===== config.mk =====
export PLATFORM = sky130hd
export DESIGN_NAME = axi4_lite_master
export DESIGN_NICKNAME = d
export VERILOG_FILES = /design/src/rtl/axi4_lite_pkg.sv /design/src/rtl/axi4_lite_master.sv
export SDC_FILE = /design/constraint.sdc
export NUM_CORES = 1
export LEC_CHECK = 0
export CORE_ASPECT_RATIO = 0.75
export CORE_MARGIN = 2
export CORE_UTILIZATION = 38
export CTS_CLUSTER_SIZE = 12
export DETAILED_ROUTE_END_ITERATION = 12
export PLACE_DENSITY_LB_ADDON = 0.05
export SLEW_MARGIN = 5
export SYNTH_ARGS = -nofsm -noshare
export SYNTH_HDL_FRONTEND = slang
export SYNTH_SLANG_ARGS = --single-unit

===== constraint.sdc =====
create_clock -name ACLK -period 1.55 [get_ports ACLK]
set_input_delay 0.465 -clock ACLK [delete_from_list [all_inputs] [get_ports ACLK]]
set_output_delay 0.465 -clock ACLK [all_outputs]
set_load 0.02 [all_outputs]

===== src/rtl/axi4_lite_pkg.sv =====
// Shared AXI4-Lite definitions: bus width defaults, response codes and the
// master bridge state encoding.
package axi4_lite_pkg;

  localparam int ADDR_WIDTH_DEF = 32;
  localparam int DATA_WIDTH_DEF = 32;

  localparam logic [1:0] RESP_OKAY   = 2'b00;
  localparam logic [1:0] RESP_EXOKAY = 2'b01;
  localparam logic [1:0] RESP_SLVERR = 2'b10;
  localparam logic [1:0] RESP_DECERR = 2'b11;

  typedef enum logic [2:0] {
    IDLE,
    WR_REQ,
    WR_RESP,
    RD_ADDR,
    RD_DATA,
    RSP
  } master_state_t;

endpackage


===== src/rtl/axi4_lite_master.sv =====
// Single-outstanding AXI4-Lite master: turns one valid/ready command into
// AW/W/B or AR/R traffic and hands back exactly one response.
//
// state   | meaning
// IDLE    | ready for a command (cmd_ready = 1)
// WR_REQ  | AW and W offered; each drops after its own handshake
// WR_RESP | BREADY high, waiting for the write response
// RD_ADDR | ARVALID high, waiting for ARREADY
// RD_DATA | RREADY high, waiting for read data
// RSP     | rsp_valid high until the consumer takes it
module axi4_lite_master
  import axi4_lite_pkg::*;
#(
  parameter int         ADDR_WIDTH = ADDR_WIDTH_DEF,
  parameter int         DATA_WIDTH = DATA_WIDTH_DEF,
  parameter logic [2:0] PROT_VAL   = 3'b000
) (
  input  logic                      ACLK,
  input  logic                      ARESETn,

  input  logic                      cmd_valid,
  output logic                      cmd_ready,
  input  logic                      cmd_write,
  input  logic [ADDR_WIDTH-1:0]     cmd_addr,
  input  logic [DATA_WIDTH-1:0]     cmd_wdata,
  input  logic [DATA_WIDTH/8-1:0]   cmd_wstrb,

  output logic                      rsp_valid,
  input  logic                      rsp_ready,
  output logic                      rsp_write,
  output logic [DATA_WIDTH-1:0]     rsp_rdata,
  output logic [1:0]                rsp_resp,

  output logic                      AWVALID,
  input  logic                      AWREADY,
  output logic [ADDR_WIDTH-1:0]     AWADDR,
  output logic [2:0]                AWPROT,
  output logic                      WVALID,
  input  logic                      WREADY,
  output logic [DATA_WIDTH-1:0]     WDATA,
  output logic [DATA_WIDTH/8-1:0]   WSTRB,
  input  logic                      BVALID,
  output logic                      BREADY,
  input  logic [1:0]                BRESP,

  output logic                      ARVALID,
  input  logic                      ARREADY,
  output logic [ADDR_WIDTH-1:0]     ARADDR,
  output logic [2:0]                ARPROT,
  input  logic                      RVALID,
  output logic                      RREADY,
  input  logic [DATA_WIDTH-1:0]     RDATA,
  input  logic [1:0]                RRESP
);

  master_state_t state;
  logic          aw_done;
  logic          w_done;
  logic          aw_fin;
  logic          w_fin;

  assign AWPROT    = PROT_VAL;
  assign ARPROT    = PROT_VAL;
  assign cmd_ready = (state == IDLE);

  // A channel counts as finished if it completed earlier or is completing now.
  assign aw_fin = aw_done | (AWVALID & AWREADY);
  assign w_fin  = w_done  | (WVALID  & WREADY);

  always_ff @(posedge ACLK or negedge ARESETn) begin
    if (!ARESETn) begin
      state     <= IDLE;
      aw_done   <= 1'b0;
      w_done    <= 1'b0;
      AWVALID   <= 1'b0;
      AWADDR    <= '0;
      WVALID    <= 1'b0;
      WDATA     <= '0;
      WSTRB     <= '0;
      BREADY    <= 1'b0;
      ARVALID   <= 1'b0;
      ARADDR    <= '0;
      RREADY    <= 1'b0;
      rsp_valid <= 1'b0;
      rsp_write <= 1'b0;
      rsp_rdata <= '0;
      rsp_resp  <= RESP_OKAY;
    end else begin
      unique case (state)
        IDLE: begin
          if (cmd_valid) begin
            rsp_write <= cmd_write;
            if (cmd_write) begin
              AWADDR  <= cmd_addr;
              WDATA   <= cmd_wdata;
              WSTRB   <= cmd_wstrb;
              AWVALID <= 1'b1;
              WVALID  <= 1'b1;
              state   <= WR_REQ;
            end else begin
              ARADDR  <= cmd_addr;
              ARVALID <= 1'b1;
              state   <= RD_ADDR;
            end
          end
        end

        WR_REQ: begin
          if (AWVALID && AWREADY) AWVALID <= 1'b0;
          if (WVALID && WREADY)   WVALID  <= 1'b0;
          if (aw_fin && w_fin) begin
            aw_done <= 1'b0;
            w_done  <= 1'b0;
            BREADY  <= 1'b1;
            state   <= WR_RESP;
          end else begin
            aw_done <= aw_fin;
            w_done  <= w_fin;
          end
        end

        WR_RESP: begin
          if (BVALID && BREADY) begin
            rsp_resp  <= BRESP;
            rsp_rdata <= '0;
            rsp_valid <= 1'b1;
            BREADY    <= 1'b0;
            state     <= RSP;
          end
        end

        RD_ADDR: begin
          if (ARVALID && ARREADY) begin
            ARVALID <= 1'b0;
            RREADY  <= 1'b1;
            state   <= RD_DATA;
          end
        end

        RD_DATA: begin
          if (RVALID && RREADY) begin
            rsp_rdata <= RDATA;
            rsp_resp  <= RRESP;
            rsp_valid <= 1'b1;
            RREADY    <= 1'b0;
            state     <= RSP;
          end
        end

        RSP: begin
          if (rsp_ready) begin
            rsp_valid <= 1'b0;
            state     <= IDLE;
          end
        end

        default: state <= IDLE;
      endcase
    end
  end

endmodule


==> metrics.md, run 1 <==
| Metric | Value |
|---|---|
| Run status | finished with violations |
| Violations in the final reports | setup timing |
| Via Count | around 4.5k |
| Clock tree from TritonCTS | built |
| Dominant register cell in the synthesized netlist | dfrtp_1 |
| Library cell occupying the most area in the post-synthesis netlist | dfrtp_1 |
| Sequential fraction of the synthesis area | 61.3% |
| Number of levels the H-tree was split into | 4 |
| Final setup fails | about 130 |
| Min-Delay Path Class | reg -> reg |
| GP Congestion | roughly 0.8 |
| Peak supply drop | ~900 uV |
| Worst Path Max Fanout | 11 |
| Area growth, synth to finish | 55.2% |
| Wire length per cell | approximately 16 um |
| Warnings, synthesis | 0 |
| Final clock period utilization by the worst path | 113% |
| Portion of synthesized cell area occupied by the leading cell type | 61.3% |
| Number of search-and-repair iterations in the first detailed-routing pass | 4 |
| Count of buffering cells on the critical path with inverters included | 2 |
| Final Routed Wirelength | around 16000 um |
| CTS root buffer | clkbuf_16 |
| Clock Tree Buf Depth | 2 |
| Wire length of the first global-routing pass | around 25000 um |
| Leading cell types in the layout, fill and taps excluded | dfrtp_1 (143), buf_2 (131), clkdlybuf4s50_1 (112) |
| Final Max Slew Viols | 0 |
| Pleak | around 4.5 nW |
| Via count of the first global-routing pass | 4809 |
| Power per cell area | 2160 nW/um^2 |
| Clock latency reported for the late side of the worst-skew pair | between 400 and 500 ps |
| Antenna violations before repair | 0 |
| Detailed router's first-iteration violation count | between 150 and 200 |
| Buffers on Ports | between 200 and 300 |
| Library cells used by synthesis | 29 |
| Type of the worst setup path | reg -> reg |
| Startpoint type of the worst setup path | flip-flop |
| CP Data Arrival Time | 2050 ps |
| Crit path cell chain | nor3_4 > buf_4 > and3_4 > clkbuf_16 > mux2_1 |
| Shortest clock period the worst path allows after layout | approximately 1800 ps |
| Final core utilization | between 60% and 70% |
| Leftover overflow at the end of global routing | 0 |
| F_max | between 500 and 600 MHz |
| Antenna violation net count after detailed routing | 0 |
| Worst path setup slack after routing | -201 ps |
| Count of clock tree sinks | approximately 150 |
| Cell area after placement | between 9000 and 10000 um^2 |
| Final net count | roughly 860 |
| Number of max-cap violations | 0 |
| Number of standard-cell rows in the floorplan | 39 |
| DP Cell Count | ~900 |
| Total half-perimeter wirelength after legalization and detailed placement | around 11000 um |
| Share of synthesized registers carrying an async set or reset | 100% |
| Clock transition at the register clock pins on the worst setup and hold paths after CTS | around 60 ps |
| Global-route total usage across every layer | ~20% |
| Die area | approximately 17000 um^2 |
| Setup crit end kind | flip-flop |
| Maximum cell stage delay along the critical path | approximately 420 ps |
| Pwr Total | ~0.020 W |
| Number of buffers created by CTS | 17 |
| Die X-Extent | 149 um |
| Endpoints failing hold | 0 |
| Number of synthesized flops with an enable pin | 0 |
| Commonest non-fill, non-tap cell in the layout | dfrtp_1 |
| Remaining routing DRC violations | 0 |
| Antenna fix cells | 0 |
| Total non-filler cell area in the finished layout | 9250 um^2 |
| Data required time of the critical path | 1850 ps |
| Sum of negative setup slack | -10700 ps |
| Starting Density | 39.0% |
| CP max stage cell | dfrtp_2 |
| Floorplan die height | around 110 um |
| RSZ-0062 raised after global routing | yes |
| Pin count of the biggest net entering global routing | 35 |
| Fraction of layout instances using a drive strength above 1 | between 30% and 40% |
| Cell family with the largest share of critical-path delay | simple AND/OR/NAND/NOR gates |
| Ranking of synthesized cells by area | dfrtp_1 (61%), mux2_1 (17%), mux2i_1 (5.5%) |
| Top Ports | about 260 |
| Filler-free cell count of the finished design | between 900 and 1k |
| Clock Skews | 6.80 ps |
| Post-detailed-route via-to-cell ratio | between 4 and 5 |
| Syn avg cell area | roughly 14 um^2 |
| Flops & latches, synth | around 150 |
| Placeable core region | 15300 um^2 |
| Syn Std Cell Area | roughly 6000 um^2 |
| Gate count of the mapped netlist | roughly 440 |
==> metrics by stage <==
step,hold WS (ps),setup WS [ps]
finish,477,-201
global route,495,-242
CTS,476,-212
detailed placement,364,-470
global placement,361,-464
floorplan,169,-144
==> layout make-up <==
cell class / count / area (um^2)
Timing Repair Buffer: 309 / 2500
Sequential cell: 146 / 3660
Clock inverter: 12 / 133
Inverter: 36 / 135
Multi-Input combinational cell: 235 / 2120
Tap cell: 205 / 256
Clock buffer: 20 / 447
Fill cell: 1299 / 6020
==> power by group <==
part	internal [W]	switching, W
logic	0.00413	0.00522
registers	0.00565	0.000946
clock network	0.00242	0.00162
==> metal layers <==
layer / wire length [um] / vias to the layer above / GRT usage [%]
li1: - / 2075 / -
met1: 6750 / 2228 / 24.7
met2: 7750 / 150 / 31.8
met3: 1220 / 15 / 7.11
met4: 175 / 0 / 6.10
met5: 0 / - / 0
==> logic make-up (layout without fill, tap and decap cells) <==
| kind of cell | count (synthesis) | count (layout) | synth area share, % |
|---|---|---|---|
| XOR/XNOR | 1 | 1 | 0.273 |
| multiplexers | 138 | 138 | 25.4 |
| other | 1 | 6 | 0.0629 |
| flip-flops | 146 | 146 | 61.3 |
| buffers and inverters | 63 | 377 | 5.25 |
| AO/OA/AOI/OAI | 21 | 21 | 2.37 |
| AND/OR/NAND/NOR | 68 | 69 | 5.37 |
==> worst register-to-register path: cells and delay by family, from the launching register on <==
family,cells,cell delay (ps)
buffers and inverters,2,370
DFF,1,420
muxes,1,330
and+or+nand+nor,2,510
==> synthesized netlist by cell type, drive strengths merged, types with 4 or more instances <==
library cell and number:
clkbuf 5, nand2 48, mux2 105, nor2 7, a31oi 6, a21oi 5, mux2i 33, inv 36
dfrtp 146, buf 22, o21ai 5, nand2b 4, nand3 4
==> sequential cells by signal (all words and copies together) (netlist names) <==
signal     flops
rsp_valid      1
rsp_rdata     32
ARADDR        32
WDATA         32
BREADY         1
rsp_write      1
aw_done        1
state          3
w_done         1
WSTRB          4
rsp_resp       2
WVALID         1
RREADY         1
AWADDR        32
ARVALID        1
AWVALID        1
==> what timing repair did <==
action | in CTS | in global routing
endpoints found under the hold margin | 21 | 0
setup endpoints to repair | 280 | 257
gates cloned | 3 | 1
resized for setup | 459 | 138
hold buffers | 1 | 0
pin swaps | 1 | 2
buffers inserted | 7 | 2
==> path summary, 6_finish.rpt <==
kind                       startpoint         to  slack [ps]  cells after the start
hold / removal              ARADDR[3]  ARADDR[3]         480                      1
setup / recovery             state[1]  ARADDR[9]        -200                      5
setup reg to reg             state[1]  ARADDR[9]        -200                      5
min in group asynchronous     ARESETn  WDATA[25]         490                      2
max in group asynchronous     ARESETn   state[2]         560                      3
hold reg to reg             ARADDR[3]  ARADDR[3]         480                      1
Note: power is estimated with default switching activity, not from simulation.
==> inputs of run 2 (changes only) <==
--- a/config.mk
+++ b/config.mk
@@ -5,12 +5,14 @@
 export SDC_FILE = /design/constraint.sdc
 export NUM_CORES = 1
 export LEC_CHECK = 0
+export CELL_PAD_IN_SITES_DETAIL_PLACEMENT = 0
+export CELL_PAD_IN_SITES_GLOBAL_PLACEMENT = 1
 export CORE_ASPECT_RATIO = 0.75
 export CORE_MARGIN = 2
-export CORE_UTILIZATION = 38
+export CORE_UTILIZATION = 29
 export CTS_CLUSTER_SIZE = 12
 export DETAILED_ROUTE_END_ITERATION = 12
-export PLACE_DENSITY_LB_ADDON = 0.05
+export PLACE_DENSITY_LB_ADDON = 0.12
 export SLEW_MARGIN = 5
 export SYNTH_ARGS = -nofsm -noshare
 export SYNTH_HDL_FRONTEND = slang
==> run 2 against run 1 <==
Effect of this change:
- core utilization decreased by 13 points
- the run still ends with setup timing left
- setup slack improved by 11 ps
- clock skew about the same
- critical path type unchanged
- register-to-register slack about the same
- via count increased by 0.13%
- hold slack improved by 5.5 ps
- cell count increased by 5.0%
- combinational power increased by 11%
- sequential share of layout area decreased by 1.4 points
- design area increased by 3.7%
- sequential power about the same
- non-clock buffer count decreased by 4
==> metrics.md, run 2 (synthesis gave the netlist of run 1 again) <==
| Metric | Value |
|---|---|
| Run status | finished with violations |
| Violations in the final reports | setup timing |
| RSZ-0062 raised after global routing | yes |
| Sum of negative setup slack | -17060 ps (-6360 ps) |
| Antenna fix cells | 0 (unchanged) |
| Final Max Slew Viols | 0 (unchanged) |
| Starting Density | 29.5% (-9.5 points) |
| Number of standard-cell rows in the floorplan | 45 (+15%) |
| Total half-perimeter wirelength after legalization and detailed placement | 12100 um (+7.4%) |
| Final net count | 854 (-0.58%) |
| Commonest non-fill, non-tap cell in the layout | dfrtp_1 |
| Die X-Extent | 170 um (+14%) |
| Die area | 21700 um^2 (+30%) |
| Maximum cell stage delay along the critical path | 440 ps (+20 ps) |
| CP max stage cell | dfrtp_2 |
| Pwr Total | 0.0209 W (+4.8%) |
| Clock Tree Buf Depth | 2 (unchanged) |
| Clock Skews | 7.26 ps (+0.463 ps) |
| Leading cell types in the layout, fill and taps excluded | dfrtp_1 (144), buf_2 (130), clkdlybuf4s50_1 (112) |
| Crit path cell chain | nor3_4 > buf_6 > and3_4 > clkbuf_16 > mux2_2 |
| Pleak | 4.77 nW (+6.3%) |
| Fraction of layout instances using a drive strength above 1 | 43.3% (+7.9 points) |
| Clock Power Share | 18.9% (-1.3 points) |
| Area growth, synth to finish | 60.9% |
| Floorplan die height | 128 um (+14%) |
| Clock tree from TritonCTS | built |
| Shortest clock period the worst path allows after layout | 1740 ps (-11.0 ps) |
| Power per cell area | 2180 nW/um^2 (+1.0%) |
| Filler-free cell count of the finished design | 1011 (+5.0%) |
| Top Ports | 262 (unchanged) |
| Number of max-cap violations | 0 (unchanged) |
| Final core utilization | 47.5% (-13 points) |
| Min-Delay Path Class | reg -> reg |
| Buffers on Ports | 255 (unchanged) |
| GP Congestion | 0.769 (-3.9%) |
| Wire length of the first global-routing pass | 26100 um (+3.4%) |
| Antenna violations before repair | 0 (unchanged) |
| Wire length per cell | 17.1 um (+3.8%) |
| Switching component of the power | 0.00816 W (+4.8%) |
| Via count of the first global-routing pass | 4746 (-1.3%) |
| Number of levels the H-tree was split into | 4 (unchanged) |
| Type of the worst setup path | reg -> reg |
| Combinational fraction of design power | 49.5% (+2.7 points) |
| Post-detailed-route via-to-cell ratio | 4.43 (-4.6%) |
| Via Count | 4474 (+0.13%) |
| Internal Pwr Total | 0.0128 W (+4.7%) |
| Placeable core region | 20200 um^2 (+32%) |
| Startpoint type of the worst setup path | flip-flop |
| Antenna violation net count after detailed routing | 0 (unchanged) |
| Switching share of power | 39.0% (about the same) |
| Global-route total usage across every layer | 15.5% (-4.1 points) |
| Clock latency reported for the late side of the worst-skew pair | 410 ps (about the same) |
| Remaining routing DRC violations | 0 (unchanged) |
| Final clock period utilization by the worst path | 112% (-0.71 points) |
| Final setup fails | 139 (+3.7%) |
| Final Routed Wirelength | 17300 um (+9.0%) |
| Number of search-and-repair iterations in the first detailed-routing pass | 4 (unchanged) |
| Peak supply drop | 785 uV (-10%) |
| CTS root buffer | clkbuf_16 |
| Pin count of the biggest net entering global routing | 39 (+11%) |
| Worst Path Max Fanout | 6 (-5) |
| Number of buffers created by CTS | 17 (unchanged) |
| Count of clock tree sinks | 146 (unchanged) |
| Data required time of the critical path | 1840 ps (about the same) |
| Detailed router's first-iteration violation count | 143 (-12%) |
| Endpoints failing hold | 0 (unchanged) |
| Hold Worst Slack | 482 ps (+5.45 ps) |
| Leftover overflow at the end of global routing | 0 (unchanged) |
| CP Data Arrival Time | 2030 ps (-20 ps) |
| Setup crit end kind | flip-flop |
| Share of power burned in registers | 31.6% (-1.4 points) |
| F_max | 575 MHz (+0.63%) |
| Worst path setup slack after routing | -190 ps (+11.0 ps) |
| Clock transition at the register clock pins on the worst setup and hold paths after CTS | 70 ps (about the same) |
| DP Cell Count | 968 (+5.2%) |
-- run 2: cell types whose count changed in the layout (fill, tap and decap cells not counted), sizes merged, moves of 2 or more --
cell	delta
clkinv	-2
inv	+8
buf	-7
bufinv	-2
-- run 2: what timing repair did --
item	CTS	global route
gates resized for setup	477	172
buffers inserted	4	1
pin swaps	3	3
hold buffers	1	0
cloned	2	3
endpoints found under the hold margin	17	0
setup endpoints to repair	279	239
-- run 2: per-stage QoR --
| stage | instance area (um^2) | worst slack (ps) |
|---|---|---|
| final | 9590 | -190 |
| after detailed placement | 9140 | -483 |
| after global placement | 9140 | -471 |
| after CTS | 9860 | -218 |
| after floorplan | 6050 | -144 |
| after global routing | 9590 | -248 |
-- run 2: final cells by class --
class	instances	area, um^2
flip-flops and latches	146	3660
inverters	36	135
fillers	1868	10600
multi-input cells	234	2350
clock buffers	17	425
repair buffers	305	2560
clock inverters	15	143
well taps	258	323
-- run 2: path summary, 6_finish.rpt --
| kind | slack [ps] | from | endpoint | cells after the start |
|---|---|---|---|---|
| max | -190 | state[2] | ARADDR[0] | 5 |
| max reg2reg | -190 | state[2] | ARADDR[0] | 5 |
| max in group asynchronous | 500 | ARESETn | AWADDR[3] | 3 |
| min | 480 | ARADDR[9] | ARADDR[9] | 1 |
| min in group asynchronous | 490 | ARESETn | ARADDR[20] | 2 |
| min reg2reg | 480 | ARADDR[9] | ARADDR[9] | 1 |
-- run 2: layer usage --
layer  up-vias  share of wire (%)  GRT usage [%]
met3        20                4.3           3.70
met5         -                  0              0
met2       142                 46           25.2
li1       2079                  -              -
met4         0                1.7           5.08
met1      2233                 48           20.6
-- run 2: power by group through the flow --
stage	Sequential, W	Combinational, W	Clock [W]
6_report	0.00662	0.0104	0.00396
4_1_cts	0.00664	0.0101	0.00408
2_1_floorplan	0.00882	0.00302	0
3_3_place_gp	0.00662	0.0104	0
5_1_grt	0.00689	0.0110	0.00426
3_5_place_dp	0.00669	0.0105	0
-- run 2: worst max-delay path: cells and delay by family, from the launching register on --
family | cells | cell delay (ps)
buffers and inverters | 2 | 330
multiplexers | 1 | 330
flip-flops | 1 | 440
AND/OR/NAND/NOR | 2 | 520
